[config.mk]
export PLATFORM = sky130hd
export DESIGN_NAME = gray2rgb_serializer
export DESIGN_NICKNAME = d
export VERILOG_FILES = /design/src/rtl/gray2rgb_serializer.sv
export SDC_FILE = /design/constraint.sdc
export NUM_CORES = 1
export LEC_CHECK = 0
export ABC_AREA = 1
export CORE_AREA = 2 2 48 50
export DETAILED_ROUTE_END_ITERATION = 10
export DIE_AREA = 0 0 50 52
export PLACE_DENSITY = 0.7
export SLEW_MARGIN = 20
export SYNTH_ARGS = -nofsm -noshare
export SYNTH_HDL_FRONTEND = slang
export SYNTH_SLANG_ARGS = --single-unit
[constraint.sdc]
create_clock -name clk_i -period 1.7 [get_ports clk_i]
set_input_delay 0.255 -clock clk_i [delete_from_list [all_inputs] [get_ports clk_i]]
set_output_delay 0.255 -clock clk_i [all_outputs]
set_load 0.05 [all_outputs]
[src/rtl/gray2rgb_serializer.sv]
// gray2rgb_serializer: accepts one gray pixel per sink handshake and replays it
// as three byte-serial colour components (R, G, B) on the source stream.
// Optional build macro: G2R_PIXCNT_EN adds a per-frame pixel counter output
// (pix_count_o) and its width parameter PIX_CNT_W.
module gray2rgb_serializer #(
    parameter int COLOR_SIZE = 8
`ifdef G2R_PIXCNT_EN
    , parameter int PIX_CNT_W = 16
`endif
) (
    input  logic                  clk_i,
    input  logic                  rst_i,
    input  logic                  clear_i,
    input  logic                  in_valid_i,
    output logic                  in_ready_o,
    input  logic [COLOR_SIZE-1:0] in_data_i,
    input  logic                  in_sop_i,
    input  logic                  in_eop_i,
    output logic                  out_valid_o,
    input  logic                  out_ready_i,
    output logic [COLOR_SIZE-1:0] out_data_o,
    output logic [1:0]            out_chan_o,
    output logic                  out_sop_o,
    output logic                  out_eop_o
`ifdef G2R_PIXCNT_EN
    , output logic [PIX_CNT_W-1:0] pix_count_o
`endif
);

    typedef enum logic {
        S_IDLE,
        S_EMIT
    } state_t;

    state_t                r_state;
    state_t                w_state_nxt;
    logic [1:0]            r_chan;
    logic [1:0]            w_chan_nxt;
    logic [COLOR_SIZE-1:0] r_pix;
    logic [COLOR_SIZE-1:0] w_pix_nxt;
    logic                  r_sop;
    logic                  w_sop_nxt;
    logic                  r_eop;
    logic                  w_eop_nxt;

    logic                  w_emit;
    logic                  w_beat;
    logic                  w_last_beat;
    logic                  w_accept;

    assign w_emit      = (r_state == S_EMIT);
    assign w_beat      = w_emit && out_ready_i;
    assign w_last_beat = w_beat && (r_chan == 2'd2);
    // The B beat completing frees the pixel register in the same cycle, so the
    // sink may refill it without a bubble (combinational from out_ready_i).
    assign in_ready_o  = (r_state == S_IDLE) || w_last_beat;
    assign w_accept    = in_valid_i && in_ready_o;

    assign out_valid_o = w_emit;
    assign out_data_o  = w_emit ? r_pix : '0;
    assign out_chan_o  = r_chan;
    assign out_sop_o   = w_emit && r_sop && (r_chan == 2'd0);
    assign out_eop_o   = w_emit && r_eop && (r_chan == 2'd2);

    // Next-state and pixel-register update: latch on accept, step channel per beat.
    always_comb begin
        w_state_nxt = r_state;
        w_chan_nxt  = r_chan;
        w_pix_nxt   = r_pix;
        w_sop_nxt   = r_sop;
        w_eop_nxt   = r_eop;
        case (r_state)
            S_IDLE: begin
                if (w_accept) begin
                    w_pix_nxt   = in_data_i;
                    w_sop_nxt   = in_sop_i;
                    w_eop_nxt   = in_eop_i;
                    w_chan_nxt  = 2'd0;
                    w_state_nxt = S_EMIT;
                end
            end
            S_EMIT: begin
                if (w_beat) begin
                    if (r_chan != 2'd2) begin
                        w_chan_nxt = r_chan + 2'd1;
                    end else if (w_accept) begin
                        w_pix_nxt  = in_data_i;
                        w_sop_nxt  = in_sop_i;
                        w_eop_nxt  = in_eop_i;
                        w_chan_nxt = 2'd0;
                    end else begin
                        w_chan_nxt  = 2'd0;
                        w_state_nxt = S_IDLE;
                    end
                end
            end
            default: begin
                w_state_nxt = S_IDLE;
                w_chan_nxt  = 2'd0;
            end
        endcase
    end

    // State and pixel registers with async reset and synchronous soft clear.
    always_ff @(posedge clk_i or negedge rst_i) begin
        if (!rst_i) begin
            r_state <= S_IDLE;
            r_chan  <= 2'd0;
            r_pix   <= '0;
            r_sop   <= 1'b0;
            r_eop   <= 1'b0;
        end else if (clear_i) begin
            r_state <= S_IDLE;
            r_chan  <= 2'd0;
            r_pix   <= '0;
            r_sop   <= 1'b0;
            r_eop   <= 1'b0;
        end else begin
            r_state <= w_state_nxt;
            r_chan  <= w_chan_nxt;
            r_pix   <= w_pix_nxt;
            r_sop   <= w_sop_nxt;
            r_eop   <= w_eop_nxt;
        end
    end

`ifdef G2R_PIXCNT_EN
    logic [PIX_CNT_W-1:0] r_pix_cnt;

    assign pix_count_o = r_pix_cnt;

    // Pixel counter: restarts at 1 on a frame's first pixel, else counts B beats.
    always_ff @(posedge clk_i or negedge rst_i) begin
        if (!rst_i) begin
            r_pix_cnt <= '0;
        end else if (clear_i) begin
            r_pix_cnt <= '0;
        end else if (w_last_beat) begin
            r_pix_cnt <= r_sop ? PIX_CNT_W'(1) : r_pix_cnt + PIX_CNT_W'(1);
        end
    end
`endif

endmodule

==> results of run 1 <==
## registers in the layout, summed over array words and instances (netlist names)
register,count
out_valid_o,1
r_sop,1
r_eop,1
r_pix,8
out_chan_o,2
## final timing paths
check,from,end,slack (ns),cells after the start
max in group asynchronous,rst_i,r_pix[7],0.97,1
min in group clk_i,r_pix[4],r_pix[4],0.50,2
setup reg to reg,out_chan_o[0],r_pix[1],0.43,6
hold / removal,rst_i,out_valid_o,0.35,1
setup / recovery,out_valid_o,out_data_o[0],0.13,4
hold reg to reg,r_pix[4],r_pix[4],0.50,2
## layout make-up
cell class | count | area, sq um
fill | 192 | 962
timing repair buffer | 32 | 425
sequential | 13 | 325
multi-input combinational | 56 | 279
inverter | 14 | 52.6
tap | 28 | 35.0
clock buffer | 4 | 26.3
## layer usage
layer	vias up	GRT usage [%]
li1	349	-
met1	315	17.3
met5	-	0
met4	0	9.26
met3	2	2.30
met2	17	22.6
## cell families (layout without fill, tap and decap cells)
| group | count (synthesis) | count (layout) |
|---|---|---|
| compound gates | 4 | 4 |
| buf+inv | 19 | 50 |
| flops | 13 | 13 |
| simple gates | 52 | 52 |
## where the power goes
group / internal [uW] / leakage (uW) / total (uW) / switching (uW)
clock: 90.7 / 0.0000150 / 190 / 99.5
sequential: 327 / 0.000174 / 342 / 14.7
combinational: 91.9 / 0.000396 / 202 / 110
total: 510 / 0.000586 / 734 / 224
## layout by cell type (no fill, tap or decap)
cell type,count
nand4_1,10
dfrtp_1,13
nor3_2,1
clkbuf_4,3
clkbuf_1,1
buf_4,6
inv_1,14
nor2_2,1
nand2_1,23
nand3_1,12
o21ai_0,3
a21oi_2,1
nand3_2,1
nor2_1,2
clkdlybuf4s50_1,14
nand2_2,2
buf_12,12
## through the flow
step           util (%)  hold WS (ns)  setup WS [ns]  total power, uW  area [sq um]
2_1_floorplan         -       -0.0406         -0.115              449           694
3_3_place_gp       53.1         0.487          0.262              548          1120
3_5_place_dp       53.1         0.488          0.220              551          1120
4_1_cts            54.3         0.364          0.116              738          1140
5_1_grt            54.3         0.396         0.0364              774          1140
6_report           54.3         0.349          0.131              734          1140
## worst max-delay path, delay by kind of cell, from the launching register on
family / cells / cell delay (ns)
DFF: 1 / 0.53
and+or+nand+nor: 1 / 0.06
buffers and inverters: 3 / 0.45
==> impl_summary.log, run 1 <==
[metrics] count of yosys warnings during synthesis: 0
[metrics] Max-slew headroom: 61.2%
[metrics] final clock skew: 0.00308 ns
[metrics] run status: finished, final reports clean
[metrics] height of the chip: 52 um
[metrics] Crit Path Category: reg -> out
[metrics] CTS resizes: 0
[metrics] post-cts hold buffer count: 0
[metrics] Area Overhead vs Synth: 66.5%
[metrics] maximum achievable frequency: 637 MHz
[metrics] maximum number of pins on one net before global-route repair: 21
[metrics] adder-cell share of the synthesized area: 0%
[metrics] share of synthesized area occupied by flip-flops and latches: 47.4%
[metrics] wire length per cell after detailed routing: 10.5 um
[metrics] endpoint kind of the worst setup timing path: output port
[metrics] HP Class: in -> async
[metrics] CTS H-tree lvls: 1
[metrics] synthesized area: 687 sq um
[metrics] initial antenna violation count: 0
[metrics] RD Place Congestion: 0.760
[metrics] CP max FO: 8
[metrics] Iteration-0 DRC Markers: 11
[metrics] cell leakage power: 0.000586 uW
[metrics] count of standard-cell rows: 17
[metrics] required arrival time at the worst endpoint: 1.44 ns
[metrics] I/O Buffers: 28
[metrics] fraction of final layout cells with drive strength greater than 1: 22.7%
[metrics] die width: 50 um
[metrics] register bit count reported by yosys: 13
[metrics] mean instance size in the synthesized netlist: 7.81 sq um
[metrics] PwrDens: 642 nW/um^2
[metrics] area share of the leading cell type in the synthesized netlist: 47.4%
[metrics] simple logic cell fraction of the synthesized area: 36.1%
[metrics] total routing usage reported by global routing: 14.0%
[metrics] crit-path cells: buf_4 > nand2_1 > inv_1 > buf_12
[metrics] Max Cap Violations: 0
[metrics] Max Root-Sink Buffers: 2
[metrics] area enclosed by the die boundary: 2600 sq um
[metrics] detailed-placement wirelength estimate: 1.20 mm
[metrics] number of hold violations in the final report: 0
[metrics] remaining antenna violation count: 0
[metrics] shortest period the worst path allows: 1.57 ns
[metrics] Setup-failing EPs final: 0
[metrics] GR Overflow Total: 0
[metrics] count of boundary I/O pins: 29
[metrics] main flop type after synthesis: dfrtp_1
[metrics] clock slew seen by the registers of the worst setup and hold paths: 0.08 ns
[metrics] clock tree from TritonCTS: built
[metrics] master cell of the clock root buffer: clkbuf_4
[metrics] cell at the slowest stage of the critical path: dfrtp_1
[metrics] setup repair after global routing missed its margin: false
[metrics] average via count per standard cell: 4.65
[metrics] leading post-synthesis cells by instance count: 23 x nand2_1, 14 x inv_1, 13 x dfrtp_1
[metrics] count of inserted antenna diode cells: 0
[metrics] DRC violations left: 0
[metrics] transition time at the pin with the least slew margin: 0.580 ns
[metrics] count of non-filler cells in the finished layout: 147
[metrics] crit path launch type: flop
[metrics] cells taking the most area after synthesis: dfrtp_1 47%, nand2_1 13%, nand4_1 9.1%
[metrics] top metal layer carrying routed signals: met4
[metrics] area share of xor/xnor cells in the synthesized design: 0%
[metrics] number of clock sinks: 13
[metrics] share of synthesized registers carrying an async set or reset: 100%
[metrics] Via Count: 683
[metrics] main combinational cell family by area after synthesis: simple AND/OR/NAND/NOR gates
[metrics] nets@finish: 135
[metrics] effective utilization at floorplan: 32.6%
[metrics] Setup TNS: 0 ns
[metrics] largest stage delay on the critical path: 0.53 ns
[metrics] Initial DRT Pass Iterations: 4
[metrics] Post-Route M1 WL: 684 um
[metrics] largest vdd supply drop: 0.334 mV
[metrics] CTS Buf Count: 3
[metrics] detailed route wirelength on metal2: 766 um
[metrics] compound-cell area share of the yosys netlist: 3.46%
[metrics] most repeated cell in the gate-level netlist after synthesis: nand2_1
[metrics] count of flip-flops with a built-in enable after synthesis: 0
[metrics] insertion delay of the later-clocked pin in the worst-skew pair: 0.27 ns
[metrics] portion of netlist area occupied by mux cells: 0%
[metrics] arrival time reported for the critical path endpoint: 1.31 ns
[metrics] total wire length: 1.54 mm
[metrics] Netlist cell types: 13
[metrics] number of global-route vias before repair: 624
[metrics] Max Slew Vio Count: 0
[metrics] Cells after Synth: 88
[metrics] wire length of the first global-routing pass: 2.72 mm
[metrics] cell count after placement: 143
[metrics] met3 routed wirelength: 62 um
[metrics] Tcrit/Tclk final: 92.3%
[metrics] Synth Net Count: 103
[metrics] cell type with the largest total area after synthesis: dfrtp_1
[metrics] post-CTS setup-driven buffer insertion count: 0
[metrics] standard cell core area: 2110 sq um
Power figures use the tool's default switching activity.
==> run 2, diff against run 1 <==
Settings changed: CELL_PAD_IN_SITES_DETAIL_PLACEMENT set to 0, CELL_PAD_IN_SITES_GLOBAL_PLACEMENT set to 1, CORE_AREA 2 2 48 50 to 2 2 51 53, DIE_AREA 0 0 50 52 to 0 0 53 55, GPL_TIMING_DRIVEN set to 0, PLACE_DENSITY 0.7 to 0.84.
==> run 2 against run 1 <==
Clock power increased by 5%; hold slack lost 0.015 ns; first-iteration DRC count up 55%; critical path depth grew 1; critical endpoint is now in_ready_o; die area grew 12%; largest power group unchanged; clock skew fell by 0.0019 ns; combinational power shrank 13%; utilization down 12 points; register-to-register slack better by 0.15 ns.
==> impl_summary.log, run 2 (same netlist as run 1, synthesis figures left out) <==
[metrics] area taken by multi-input logic gates: 279 sq um
[metrics] most common cell after layout, fill and taps aside: nand2_1
[metrics] arrival time reported for the critical path endpoint: 1.36 ns
[metrics] count of inserted antenna diode cells: 0
[metrics] Tcrit/Tclk final: 94.9%
[metrics] DRC violations left: 0
[metrics] run status: finished, final reports clean
[metrics] crit path launch type: flop
[metrics] largest vdd supply drop: 0.319 mV
[metrics] master cell of the clock root buffer: clkbuf_4
[metrics] maximum number of pins on one net before global-route repair: 14
[metrics] count of non-filler cells in the finished layout: 150
[metrics] Initial DRT Pass Iterations: 4
[metrics] switching share of power: 32.0%
[metrics] wire length of the first global-routing pass: 2.65 mm
[metrics] commonest non-fill, non-tap cells in the layout: 23 x nand2_1, 14 x inv_1, 14 x clkdlybuf4s50_1
[metrics] Iteration-0 DRC Markers: 17
[metrics] wire length per cell after detailed routing: 11.1 um
[metrics] fraction of final layout cells with drive strength greater than 1: 20.8%
[metrics] nets@finish: 136
[metrics] total power: 713 uW
[metrics] detailed-placement wirelength estimate: 1.23 mm
[metrics] largest reg by FF count: r_pix
[metrics] cell count after placement: 146
[metrics] area enclosed by the die boundary: 2920 sq um
[metrics] clock tree from TritonCTS: built
[metrics] I/O Buffers: 28
[metrics] Area Overhead vs Synth: 46.4%
[metrics] Pint: 485 uW
[metrics] crit-path cells: inv_1 > nand3_2 > nand2_2 > buf_6 > buf_4
[metrics] maximum achievable frequency: 620 MHz
[metrics] cell at the slowest stage of the critical path: dfrtp_1
[metrics] initial antenna violation count: 0
[metrics] largest stage delay on the critical path: 0.42 ns
[metrics] final clock skew: 0.00118 ns
[metrics] total routing usage reported by global routing: 13.5%
[metrics] count of standard-cell rows: 18
[metrics] HP Class: in -> async
[metrics] Via Count: 687
[metrics] transition time at the pin with the least slew margin: 0.579 ns
[metrics] required arrival time at the worst endpoint: 1.44 ns
[metrics] remaining antenna violation count: 0
[metrics] Setup-failing EPs final: 0
[metrics] Max-slew headroom: 61.3%
[metrics] effective utilization at floorplan: 29.0%
[metrics] CP max FO: 10
[metrics] Seq pwr share: 47.6%
[metrics] total wire length: 1.67 mm
[metrics] CTS Buf Count: 3
[metrics] Max Root-Sink Buffers: 2
[metrics] cell leakage power: 0.000554 uW
[metrics] height of the chip: 55 um
[metrics] clock slew seen by the registers of the worst setup and hold paths: 0.08 ns
[metrics] setup repair after global routing missed its margin: false
[metrics] storage element area: 325 sq um
[metrics] RD Place Congestion: 0.761
[metrics] max FFs per register: 8
[metrics] Setup TNS: 0 ns
[metrics] insertion delay of the later-clocked pin in the worst-skew pair: 0.28 ns
[metrics] Max Cap Violations: 0
[metrics] NetSw: 228 uW
[metrics] shortest period the worst path allows: 1.61 ns
[metrics] fill cell instance count of the final layout: 271
[metrics] number of global-route vias before repair: 622
[metrics] PwrDens: 709 nW/um^2
[metrics] average via count per standard cell: 4.58
[metrics] CTS H-tree lvls: 1
[metrics] clock group share of total power: 27.9%
[metrics] combinational share of power: 24.5%
[metrics] die width: 53 um
[metrics] Worst Path Buf+Inv: 3
[metrics] GR Overflow Total: 0
[metrics] count of boundary I/O pins: 29
[metrics] endpoint kind of the worst setup timing path: output port
[metrics] gate family responsible for the most delay along the worst path: buffers and inverters
[metrics] number of clock sinks: 13
[metrics] number of hold violations in the final report: 0
[metrics] standard cell core area: 2360 sq um
[metrics] post-CTS setup-driven buffer insertion count: 0
[metrics] Max Slew Vio Count: 0
[metrics] Crit Path Category: reg -> out
==> run 2: changes by cell type in the layout (fill, tap and decap cells not counted) <==
cell             previous run  this run
buf_12                     12         0
dlygate4sd2_1               0         3
clkdlybuf4s18_2             0         1
clkdlybuf4s15_2             0         3
buf_6                       0         2
buf_2                       0         9
buf_4                       6         1
==> run 2: worst register-to-register path, stage by stage (launching register included) <==
cell and delay, ns:
dfrtp_1 0.42, inv_1 0.11, nand3_2 0.07, nand2_2 0.10, nand2_2 0.15, nand3_1 0.11
nand2_1 0.05
==> run 2: area by class of cell <==
cell class | instances | area share, %
flip-flops and latches | 13 | 32.3
multi-input cells | 56 | 27.7
repair buffers | 28 | 24.6
inverters | 14 | 5.22
plain buffers | 5 | 3.73
well taps | 30 | 3.73
clock buffers | 4 | 2.61
==> run 2: final timing paths <==
path	cells past startpoint	slack, ns	startpoint	end
hold reg to reg	2	0.50	r_pix[4]	r_pix[4]
setup / recovery	5	0.09	out_chan_o[0]	in_ready_o
max in group asynchronous	1	0.99	rst_i	r_pix[0]
setup reg to reg	6	0.58	out_chan_o[0]	r_pix[6]
hold / removal	1	0.33	rst_i	out_chan_o[1]
min in group clk_i	2	0.50	r_pix[4]	r_pix[4]
==> run 2: layer usage <==
| layer | global-route usage (%) | up-vias | wire [um] |
|---|---|---|---|
| met2 | 22.7 | 17 | 866 |
| met1 | 14.0 | 317 | 677 |
| met3 | 2.42 | 5 | 59 |
| met5 | 0 | - | 0 |
| met4 | 13.7 | 0 | 66 |
| li1 | - | 348 | - |
==> run 2: stage by stage <==
step / setup slack, ns / util (%) / cell area, sq um / hold slack (ns)
floorplan: -0.115 / - / 694 / -0.0406
global placement: -0.454 / 42.8 / 1010 / 0.484
detailed placement: -0.454 / 42.8 / 1010 / 0.490
CTS: 0.00859 / 43.8 / 1040 / 0.351
global route: 0.00466 / 42.5 / 1010 / 0.386
finish: 0.0872 / 42.5 / 1010 / 0.334
==> run 2: timing repair <==
item | CTS | global route
endpoints found under the setup margin | 14 | 7
hold buffers | 0 | 0
resized for setup | 40 | 13
==> run 2: power by group through the flow <==
stage	registers [uW]	clock network (uW)	logic, uW
CTS	340	210	178
detailed placement	346	0	184
floorplan	358	0	90.4
global placement	346	0	182
finish	340	199	175
global route	342	211	190
==> run 3, diff against run 2 <==
--- a/config.mk
+++ b/config.mk
@@ -10,7 +10,7 @@
 export CELL_PAD_IN_SITES_GLOBAL_PLACEMENT = 1
-export CORE_AREA = 2 2 51 53
+export CORE_AREA = 2 2 65 43
 export DETAILED_ROUTE_END_ITERATION = 10
-export DIE_AREA = 0 0 53 55
+export DIE_AREA = 0 0 67 45
 export GPL_TIMING_DRIVEN = 0
-export PLACE_DENSITY = 0.84
+export PLACE_DENSITY = 0.82
 export SLEW_MARGIN = 20
--- a/constraint.sdc
+++ b/constraint.sdc
@@ -3,2 +3,2 @@
 set_output_delay 0.255 -clock clk_i [all_outputs]
-set_load 0.05 [all_outputs]
+set_load 0.005 [all_outputs]
==> run 3 against run 2 <==
Hold slack better by 0.067 ns; cell count increased by 5.3%; clock-buffer cell count stayed put; wire length up 5.1%; utilization increased by 3.7 points; combinational power is 11% lower; sequential share of layout area fell by 2.7 points; clock skew grew 0.00074 ns; flip-flop and latch count stayed put; first-iteration DRC count up 65%; critical path type unchanged.
==> impl_summary.log, run 3 (same netlist as run 1, synthesis figures left out) <==
[metrics] run status: finished, final reports clean
[metrics] CTS H-tree lvls: 1
[metrics] fraction of final layout cells with drive strength greater than 1: 16.7%
[metrics] final clock skew: 0.00192 ns
[metrics] Max Root-Sink Buffers: 2
[metrics] crit path launch type: flop
[metrics] endpoint kind of the worst setup timing path: output port
[metrics] CP max FO: 9
[metrics] maximum number of pins on one net before global-route repair: 14
[metrics] Crit Path Category: reg -> out
[metrics] Max Cap Violations: 0
[metrics] DRC violations left: 0
[metrics] commonest non-fill, non-tap cells in the layout: 24 x clkdlybuf4s50_1, 23 x nand2_1, 12 x inv_1, 12 x nand3_1, 12 x dfrtp_1
[metrics] setup repair after global routing missed its margin: false
[metrics] GR Overflow Total: 0
[metrics] master cell of the clock root buffer: clkbuf_8
[metrics] remaining antenna violation count: 0
[metrics] maximum achievable frequency: 623 MHz
[metrics] post-cts hold buffer count: 0
[metrics] count of inserted antenna diode cells: 0
[metrics] largest vdd supply drop: 0.284 mV
[metrics] nets@finish: 142
[metrics] insertion delay of the later-clocked pin in the worst-skew pair: 0.24 ns
[metrics] number of global-route vias before repair: 659
[metrics] max FFs per register: 8
[metrics] RD Place Congestion: 0.784
[metrics] wire length of the first global-routing pass: 2.94 mm
[metrics] total wire length: 1.76 mm
[metrics] I/O Buffers: 28
[metrics] Iteration-0 DRC Markers: 28
[metrics] crit-path cells: buf_6 > nand2_1 > inv_1 > clkdlybuf4s50_1
[metrics] clock slew seen by the registers of the worst setup and hold paths: 0.05 ns
[metrics] die width: 67 um
[metrics] Tcrit/Tclk final: 94.5%
[metrics] effective utilization at floorplan: 28.8%
[metrics] detailed-placement wirelength estimate: 1.25 mm
[metrics] share of the core filled with cells in the final layout: 46.3%
[metrics] shortest period the worst path allows: 1.61 ns
[metrics] Post-Route Hold Slack: 0.400 ns
[metrics] count of boundary I/O pins: 29
[metrics] cell leakage power: 0.000590 uW
[metrics] average via count per standard cell: 4.51
[metrics] HP Class: in -> async
[metrics] Setup-failing EPs final: 0
[metrics] Via Count: 712
[metrics] largest stage delay on the critical path: 0.48 ns
[metrics] largest reg by FF count: r_pix
[metrics] height of the chip: 45 um
[metrics] total routing usage reported by global routing: 13.5%
[metrics] CTS Buf Count: 3
[metrics] Initial DRT Pass Iterations: 4
[metrics] cell at the slowest stage of the critical path: clkdlybuf4s50_1
[metrics] transition time at the pin with the least slew margin: 0.614 ns
[metrics] area enclosed by the die boundary: 3020 sq um
[metrics] most common cell after layout, fill and taps aside: clkdlybuf4s50_1
[metrics] Max-slew headroom: 59.0%
[metrics] number of hold violations in the final report: 0
[metrics] clock tree from TritonCTS: built
[metrics] Max Slew Vio Count: 0
[metrics] number of clock sinks: 13
[metrics] cell count of the worst reg-to-reg path: 7
[metrics] Area Overhead vs Synth: 60.5%
[metrics] wire length per cell after detailed routing: 11.1 um
[metrics] required arrival time at the worst endpoint: 1.44 ns
[metrics] arrival time reported for the critical path endpoint: 1.35 ns
[metrics] PwrDens: 696 nW/um^2
[metrics] count of standard-cell rows: 14
[metrics] initial antenna violation count: 0
[metrics] standard cell core area: 2380 sq um
[run 3: changes by cell type in the layout (fill, tap and decap cells not counted), moves of 2 or more]
cell / before / now
clkbuf_8: 0 / 3
buf_2: 9 / 3
inv_2: 0 / 2
inv_1: 14 / 12
buf_4: 1 / 6
clkbuf_4: 3 / 0
clkdlybuf4s15_2: 3 / 0
clkdlybuf4s50_1: 14 / 24
[run 3: worst paths after layout]
check | start | end | slack [ns]
worst max-delay path | out_valid_o | out_data_o[2] | 0.09
worst max register to register | out_chan_o[1] | r_sop | 0.52
max in group asynchronous | rst_i | out_valid_o | 0.87
worst min register to register | r_pix[4] | r_pix[4] | 0.50
min in group clk_i | r_pix[4] | r_pix[4] | 0.50
worst min-delay path | rst_i | r_pix[2] | 0.40
[run 3: through the flow]
step,instance area [sq um],total power (uW),worst slack (ns),cells,TNS [ns]
detailed placement,1010,487,-0.164,148,-0.164
CTS,1080,777,0.00809,156,0
global route,1100,824,0.00682,158,0
finish,1100,767,0.0943,158,0
global placement,1010,485,-0.158,148,-0.158
floorplan,687,406,0.666,88,0
[run 3: area by class of cell]
class,instances,area [sq um]
buffer,5,37.5
clock buffer,4,45.0
sequential,13,327
timing repair buffer,34,324
inverter,14,52.6
fill,253,1280
multi-input combinational,56,277
tap,32,40.0
[run 3: layer usage]
layer / GRT usage [%] / wire, um / part of all wire (%) / vias up
met3: 3.74 / 82 / 4.7 / 2
met4: 6.94 / 19 / 1.1 / 0
met2: 21.0 / 775 / 44 / 19
met1: 17.4 / 879 / 50 / 327
li1: - / - / - / 364
met5: 0 / 0 / 0 / -
[run 3: worst max-delay path: cells and delay by family, from the launching register on]
kind	cells	cell delay (ns)
simple gates	1	0.06
buf+inv	3	0.67
flops	1	0.38
[run 3: repair_timing]
item / 4_1_cts / 5_1_grt
buffers inserted: 4 / 2
endpoints found under the setup margin: 11 / 3
pin swaps: 1 / 1
resized for setup: 7 / 1
endpoints found under the hold margin: 0 / 0
[run 3: where the power goes]
part           total [uW]  internal [uW]  switching, uW
clock network         272            165            107
registers             339            328           10.3
logic                 156           83.1           73.2
total                 767            577            190
